File: src/rtl/fp32_alu.sv
// Purpose: single-precision add/sub/mul/div ALU, truncating, denormals flushed to zero.
// Latency: 1 cycle, operands sampled on the rising edge, outputs registered and held.
// Backpressure: none; a new operation may be issued every cycle.
// Build option: define ALU_DIV_EN to include the divider, otherwise opcode 011 is reserved.
module fp32_alu (
    input  logic        clk,
    input  logic        rst,
    input  logic [31:0] A,
    input  logic [31:0] B,
    input  logic [2:0]  operation,
    output logic [31:0] Result,
    output logic        Exception,
    output logic        Overflow,
    output logic        Underflow
);
    localparam logic [2:0]  OP_ADD = 3'b000;
    localparam logic [2:0]  OP_SUB = 3'b001;
    localparam logic [2:0]  OP_MUL = 3'b010;
    localparam logic [2:0]  OP_DIV = 3'b011;
    localparam logic [31:0] QNAN   = 32'h7FC00000;
`ifdef ALU_DIV_EN
    localparam logic DIV_EN = 1'b1;
`else
    localparam logic DIV_EN = 1'b0;
`endif

    // Operand fields; exponent 0 means zero (denormals flushed), 255 means NaN/Inf.
    logic        sa, sb, sbe, za, zb, ia, ib;
    logic [7:0]  ea, eb;
    logic [23:0] ma, mb;
    assign sa  = A[31];
    assign sb  = B[31];
    assign sbe = sb ^ (operation == OP_SUB);
    assign ea  = A[30:23];
    assign eb  = B[30:23];
    assign za  = (ea == 8'd0);
    assign zb  = (eb == 8'd0);
    assign ia  = (ea == 8'hFF);
    assign ib  = (eb == 8'hFF);
    assign ma  = {1'b1, A[22:0]};
    assign mb  = {1'b1, B[22:0]};

    // Returns the left shift that brings the leading 1 of v to bit 23.
    function automatic logic [4:0] lzc(input logic [23:0] v);
        lzc = 5'd0;
        for (int i = 0; i < 24; i++)
            if (v[i]) lzc = 5'(23 - i);
    endfunction

    logic               s_big, add_s, add_z;
    logic [7:0]         e_big, e_sml, e_dif;
    logic [23:0]        m_big, m_sml, m_aln, m_dif, add_m;
    logic [24:0]        m_sum;
    logic [4:0]         lz;
    logic signed [9:0]  add_e;

    // Add/sub: order by magnitude, align the smaller operand, then add or subtract and normalize.
    always_comb begin
        if ({eb, mb} > {ea, ma}) begin
            e_big = eb; m_big = mb; s_big = sbe;
            e_sml = ea; m_sml = ma;
        end else begin
            e_big = ea; m_big = ma; s_big = sa;
            e_sml = eb; m_sml = mb;
        end
        e_dif = e_big - e_sml;
        m_aln = (e_dif > 8'd23) ? 24'd0 : (m_sml >> e_dif);
        m_sum = {1'b0, m_big} + {1'b0, m_aln};
        m_dif = m_big - m_aln;
        lz    = lzc(m_dif);
        add_s = s_big;
        add_z = 1'b0;
        add_m = 24'd0;
        add_e = 10'sd0;
        if (sa == sbe) begin
            if (m_sum[24]) begin
                add_m = m_sum[24:1];
                add_e = $signed({2'b00, e_big}) + 10'sd1;
            end else begin
                add_m = m_sum[23:0];
                add_e = $signed({2'b00, e_big});
            end
        end else if (m_dif == 24'd0) begin
            // Exact cancellation always yields +0.
            add_z = 1'b1;
            add_s = 1'b0;
        end else begin
            add_m = m_dif << lz;
            add_e = $signed({2'b00, e_big}) - $signed({5'b00000, lz});
        end
    end

    logic [47:0]       prod;
    logic [23:0]       mul_m;
    logic signed [9:0] mul_e;

    // Mul: full 24x24 product, keep the top 24 significant bits.
    always_comb begin
        prod  = ma * mb;
        mul_m = prod[47] ? prod[47:24] : prod[46:23];
        mul_e = $signed({2'b00, ea}) + $signed({2'b00, eb}) - 10'sd127
              + (prod[47] ? 10'sd1 : 10'sd0);
    end

`ifdef ALU_DIV_EN
    logic [24:0]       rem;
    logic [23:0]       quo, div_m;
    logic signed [9:0] div_e;

    // Div: restoring divider producing floor((mA<<23)/mB); mA < 2*mB so 24 quotient bits suffice.
    always_comb begin
        rem = {1'b0, ma};
        quo = 24'd0;
        for (int i = 23; i >= 0; i--) begin
            if (rem >= {1'b0, mb}) begin
                quo[i] = 1'b1;
                rem    = rem - {1'b0, mb};
            end
            rem = {rem[23:0], 1'b0};
        end
        div_e = $signed({2'b00, ea}) - $signed({2'b00, eb}) + 10'sd127;
        div_m = quo;
        if (!quo[23]) begin
            div_m = {quo[22:0], 1'b0};
            div_e = div_e - 10'sd1;
        end
    end
`endif

    logic [31:0]       nxt_res;
    logic              nxt_exc, nxt_ovf, nxt_unf, use_norm, s_r;
    logic signed [9:0] e_r;
    logic [23:0]       m_r;

    // Result select: exceptions first, then operand-zero shortcuts, then range check of the normal path.
    always_comb begin
        nxt_res  = 32'd0;
        nxt_exc  = 1'b0;
        nxt_ovf  = 1'b0;
        nxt_unf  = 1'b0;
        use_norm = 1'b0;
        s_r      = 1'b0;
        e_r      = 10'sd0;
        m_r      = 24'd0;
        if (ia || ib || operation[2] || (operation == OP_DIV && (!DIV_EN || zb))) begin
            nxt_exc = 1'b1;
            nxt_res = QNAN;
        end else begin
            case (operation)
                OP_ADD, OP_SUB: begin
                    if (zb)         nxt_res = {sa, za ? 31'd0 : A[30:0]};
                    else if (za)    nxt_res = {sbe, B[30:0]};
                    else if (add_z) nxt_res = 32'd0;
                    else begin
                        use_norm = 1'b1;
                        s_r = add_s; e_r = add_e; m_r = add_m;
                    end
                end
                OP_MUL: begin
                    if (za || zb) nxt_res = {sa ^ sb, 31'd0};
                    else begin
                        use_norm = 1'b1;
                        s_r = sa ^ sb; e_r = mul_e; m_r = mul_m;
                    end
                end
`ifdef ALU_DIV_EN
                OP_DIV: begin
                    if (za) nxt_res = {sa ^ sb, 31'd0};
                    else begin
                        use_norm = 1'b1;
                        s_r = sa ^ sb; e_r = div_e; m_r = div_m;
                    end
                end
`endif
                default: nxt_res = QNAN;
            endcase
            if (use_norm) begin
                if (e_r > 10'sd254) begin
                    nxt_ovf = 1'b1;
                    nxt_res = {s_r, 8'hFF, 23'd0};
                end else if (e_r < 10'sd1) begin
                    nxt_unf = 1'b1;
                    nxt_res = {s_r, 31'd0};
                end else begin
                    nxt_res = {s_r, e_r[7:0], m_r[22:0]};
                end
            end
        end
    end

    // Bits discarded by truncation and the implicit leading one.
    logic unused_bits;
    assign unused_bits = ^{prod[22:0], m_r[23]};

    // Output register; reset clears it asynchronously and holds it clear.
    always_ff @(posedge clk or posedge rst) begin
        if (rst) begin
            Result    <= 32'd0;
            Exception <= 1'b0;
            Overflow  <= 1'b0;
            Underflow <= 1'b0;
        end else begin
            Result    <= nxt_res;
            Exception <= nxt_exc;
            Overflow  <= nxt_ovf;
            Underflow <= nxt_unf;
        end
    end
endmodule

File: config.mk
export PLATFORM = sky130hd
export DESIGN_NAME = fp32_alu
export DESIGN_NICKNAME = d
export VERILOG_FILES = /design/src/rtl/fp32_alu.sv
export SDC_FILE = /design/constraint.sdc
export NUM_CORES = 2
export LEC_CHECK = 0
export ABC_AREA = 1
export CORE_MARGIN = 10
export CORE_UTILIZATION = 40
export DETAILED_ROUTE_END_ITERATION = 7
export GPL_TIMING_DRIVEN = 0
export PLACE_DENSITY_LB_ADDON = 0.1
export SLEW_MARGIN = 30
export SYNTH_ARGS = -nofsm -noshare
export SYNTH_HDL_FRONTEND = slang
export SYNTH_SLANG_ARGS = --single-unit
File: constraint.sdc
create_clock -name clk -period 1 [get_ports clk]
set_input_delay 0.25 -clock clk [delete_from_list [all_inputs] [get_ports clk]]
set_output_delay 0.25 -clock clk [all_outputs]
set_load 0.005 [all_outputs]
==> run_results.csv <==
group,metric,value,unit
synth,postSynthRegisterBits,35,
pwr,p_per_area,3870,nW/um2
floorplanning,top_level_port_count,104,
detailed_routing,drt_iter0_drcs,2303,
timing,worst_pin_slew,0.996,ns
synth,library_cell_with_the_highest_instance_count_after_synthesis,"nand2_1",
synth,synth_edf_count,0,
worst_setup_path,critical_path_class,"input port to register",
clock_tree,clk_pin_slew,0.06,ns
pwr,power_leakage,19.7,nW
worst_setup_path,path_delay_family,"adder cells",
status,violations,"setup timing",
timing,finalMaxSlewViolations,0,
placed_design,place_congestion,0.964,
clock_tree,clkSinkCount,35,
timing,timing.hold.ws,0.131,ns
grt,grt.overflow.total,0,
worst_setup_path,path_max_fanout,10,
timing,rsz0062_at_grt,"true",
pwr,seqPwrFrac,1.1,%
timing,count_of_final_hold_check_violations,0,
worst_setup_path,path_common_cell,"nor2_1",
cells_and_area,final_layout_size_suffix_gt1_share,14.1,%
run,maxCapViolations,0,
worst_setup_path,slowest_stage,"fa_1",
grt,antenna_found_initial,1,
clock_tree,cts_root_buffer,"clkbuf_16",
cells_and_area,synthToLayoutAreaGrowth,21.7,%
floorplanning,placement_rows,98,
worst_setup_path,cp_num_buf_inv,12,
timing,max-slew-margin-rel,33.4,%
detailed_routing,drt-wirelength-per-cell,21.7,um
grt,number_of_global_route_vias_before_repair,28500,
synth,yosys_warnings,0,
worst_setup_path,number_of_cells_on_the_critical_path,57,
placed_design,place_ws,-11.39,ns
worst_setup_path,critPathLaunch,"A[5]",
synth,asyncSetResetFlopFracSynth,100,%
placed_design,detailed_place_hpwl,99500,um
timing,setup_ws,-8.70,ns
pwr,cellInternalPower,58.7,mW
clock_tree,cts_inserted_buffers,5,
detailed_routing,first_pass_iters,6,
synth,post_synth_most_frequent_cells,"nand2_1 (1139), inv_1 (1031), fa_1 (485), ha_1 (290), nand3_1 (245)",
synth,post_synth_inst_count,4286,
timing,finalSetupViolations,65,
timing,fin_crit,9.70,ns
cells_and_area,num_antenna_cells,0,
pwr,power.share.combinational,97.6,%
clock_tree,clock_tree_from_tritoncts,"yes",
clock_tree,holdBufCountCts,0,
detailed_routing,ant_nets,0,
clock_tree,ctsHtreeMaxLevel,2,
timing,post-route-period-util,970,%
detailed_routing,total_via_count_after_detailed_routing,28500,
grt,grt_pass1_wl,179000,um
worst_setup_path,sort_of_element_at_the_end_of_the_critical_path,"register",
synth,share_of_yosys_cell_area_claimed_by_the_top_area_cell_type,33.3,%
synth,synth.yosys.seq_area_share,3.00,%
floorplanning,die_footprint,84100,um2
worst_setup_path,critPathArrivalTime,9.83,ns
worst_setup_path,timing.critical_path.slowest_cell_delay,0.59,ns
floorplanning,design.core.area,71900,um2
cells_and_area,nets,5360,
synth,synth_fp_nets,5130,
worst_setup_path,crit_end,"Result[17]",
synth,synthesis.area_per_instance,6.81,um2
synth,yosysTopAreaCell,"fa_1",
pwr,clock_power_share,1.3,%
synth,synthDistinctLibCells,55,
pwr,switching_power,78.7,mW
status,run_status,"finished with violations",
clock_tree,cts.path.max_buffers,2,
synth,syn_area,29200,um2
pwr,sw_frac_of_total,57.3,%
floorplanning,initial_utilization,40.6,%
grt,grt_max_degree,36,
floorplanning,fp.dieW,290,um
detailed_routing,detail_routed_via_count_per_cell,5.21,
synth,synth_area_leaders,"fa_1 (33%), nand2_1 (15%), inv_1 (13%)",
synth,synth_top_flop_cell,"dfrtp_1",
detailed_routing,remaining_drc_errors,0,
timing,timing.fmax,103,MHz
pwr,worst_vdd_drop,7.67,mV
floorplanning,chipHeight,290,um
worst_setup_path,worst-endpoint-required,1.14,ns
placed_design,portBuffers,102,
grt,global_route.usage.total,27.5,%
worst_hold_path,min_delay_worst_type,"input port to async pin",
worst_setup_path,cp-start-kind,"input port",
detailed_routing,wl,119000,um
-- worst min path at each step --
| stage | from | end | slack, ns | cells past startpoint |
|---|---|---|---|---|
| final | rst | Exception | 0.13 | 2 |
| after global routing | rst | Overflow | 0.18 | 2 |
| after CTS | rst | Overflow | 0.46 | 2 |
| after detailed placement | rst | Overflow | 0.76 | 2 |
| after global placement | rst | Overflow | 0.76 | 2 |
| after floorplan | rst | Exception | 0.20 | 1 |
-- power groups by stage --
stage	Clock [mW]	Combinational, mW	Sequential, mW
finish	1.80	134	1.55
global placement	0	105	1.57
floorplan	0	88.7	1.60
global route	1.91	143	1.56
CTS	1.82	122	1.55
detailed placement	0	106	1.58
-- routing by layer --
metal / GRT usage [%] / share of wire [%] / vias to the layer above
li1: - / - / 13300
met4: 10.8 / 4.9 / 0
met5: 0 / 0 / -
met3: 3.04 / 6.2 / 224
met1: 36.4 / 43 / 13900
met2: 45.3 / 46 / 1031
-- final cells by class --
class | count | area (um2)
plain buffers | 204 | 2490
clock buffers | 5 | 125
clock inverters | 3 | 47.5
fillers | 7458 | 36400
inverters | 1039 | 3920
multi-input cells | 2999 | 24900
flip-flops and latches | 35 | 876
well taps | 950 | 1190
repair buffers | 232 | 1960
-- placed cells by master, fill, tap and decap left out, types with 12 or more instances in the layout --
cell type       netlist  layout
clkbuf_1            183      50
buf_6                 5      33
nor2_4                3      13
a21oi_1             173     136
nand2_2               9      31
o21ai_2               1      18
ha_4                  0      31
a21oi_2               1      35
clkbuf_2              0      18
dlymetal6s2s_1        0      12
o21ai_0             194     166
nand3_1             245     220
nand2_1            1139    1102
nor2_1              181     162
nor2_2                5      14
buf_8                 0      26
nand2_4               3      16
inv_2                 5      25
nor3_1               21      12
xor2_1               55      52
dfrtp_1              35      35
a22oi_1              23      23
buf_2                16      39
buf_12                0      15
nand4_1              27      27
clkbuf_8              0      30
inv_1              1031    1005
nand3_2               0      21
ha_1                290     256
fa_1                485     471
xnor2_1              20      20
clkbuf_16             0      48
fa_2                  0      14
o211ai_1             16      16
o21ai_1              14      24
buf_4                 1     144
-- through the flow --
step / cell area (um2) / power, mW / instances / setup TNS, ns / utilization [%]
detailed placement: 32200 / 108 / 5338 / -390.57 / 44.8
global route: 35500 / 146 / 5467 / -304.43 / 49.4
floorplan: 30000 / 90.3 / 4286 / -266.76 / -
CTS: 34600 / 125 / 5431 / -296.97 / 48.1
global placement: 32200 / 106 / 5338 / -389.96 / 44.8
finish: 35500 / 137 / 5467 / -292.27 / 49.4
-- sequential cells by signal, indices dropped and copies added (netlist names) --
register and count:
Result 32, Underflow 1, Exception 1, Overflow 1
-- cell families after synthesis --
family	share of synthesized area (%)
compound gates	9.51
xor+xnor	2.25
fa+ha+maj	45.7
buf+inv	16.3
flops	3.00
mux	0.0343
simple gates	23.2
-- timing repair --
action,4_1_cts,5_1_grt
setup buffers,94,37
pin swaps,57,85
endpoints found under the setup margin,70,89
gates resized for setup,718,251
(Power assumes the default switching activity.)
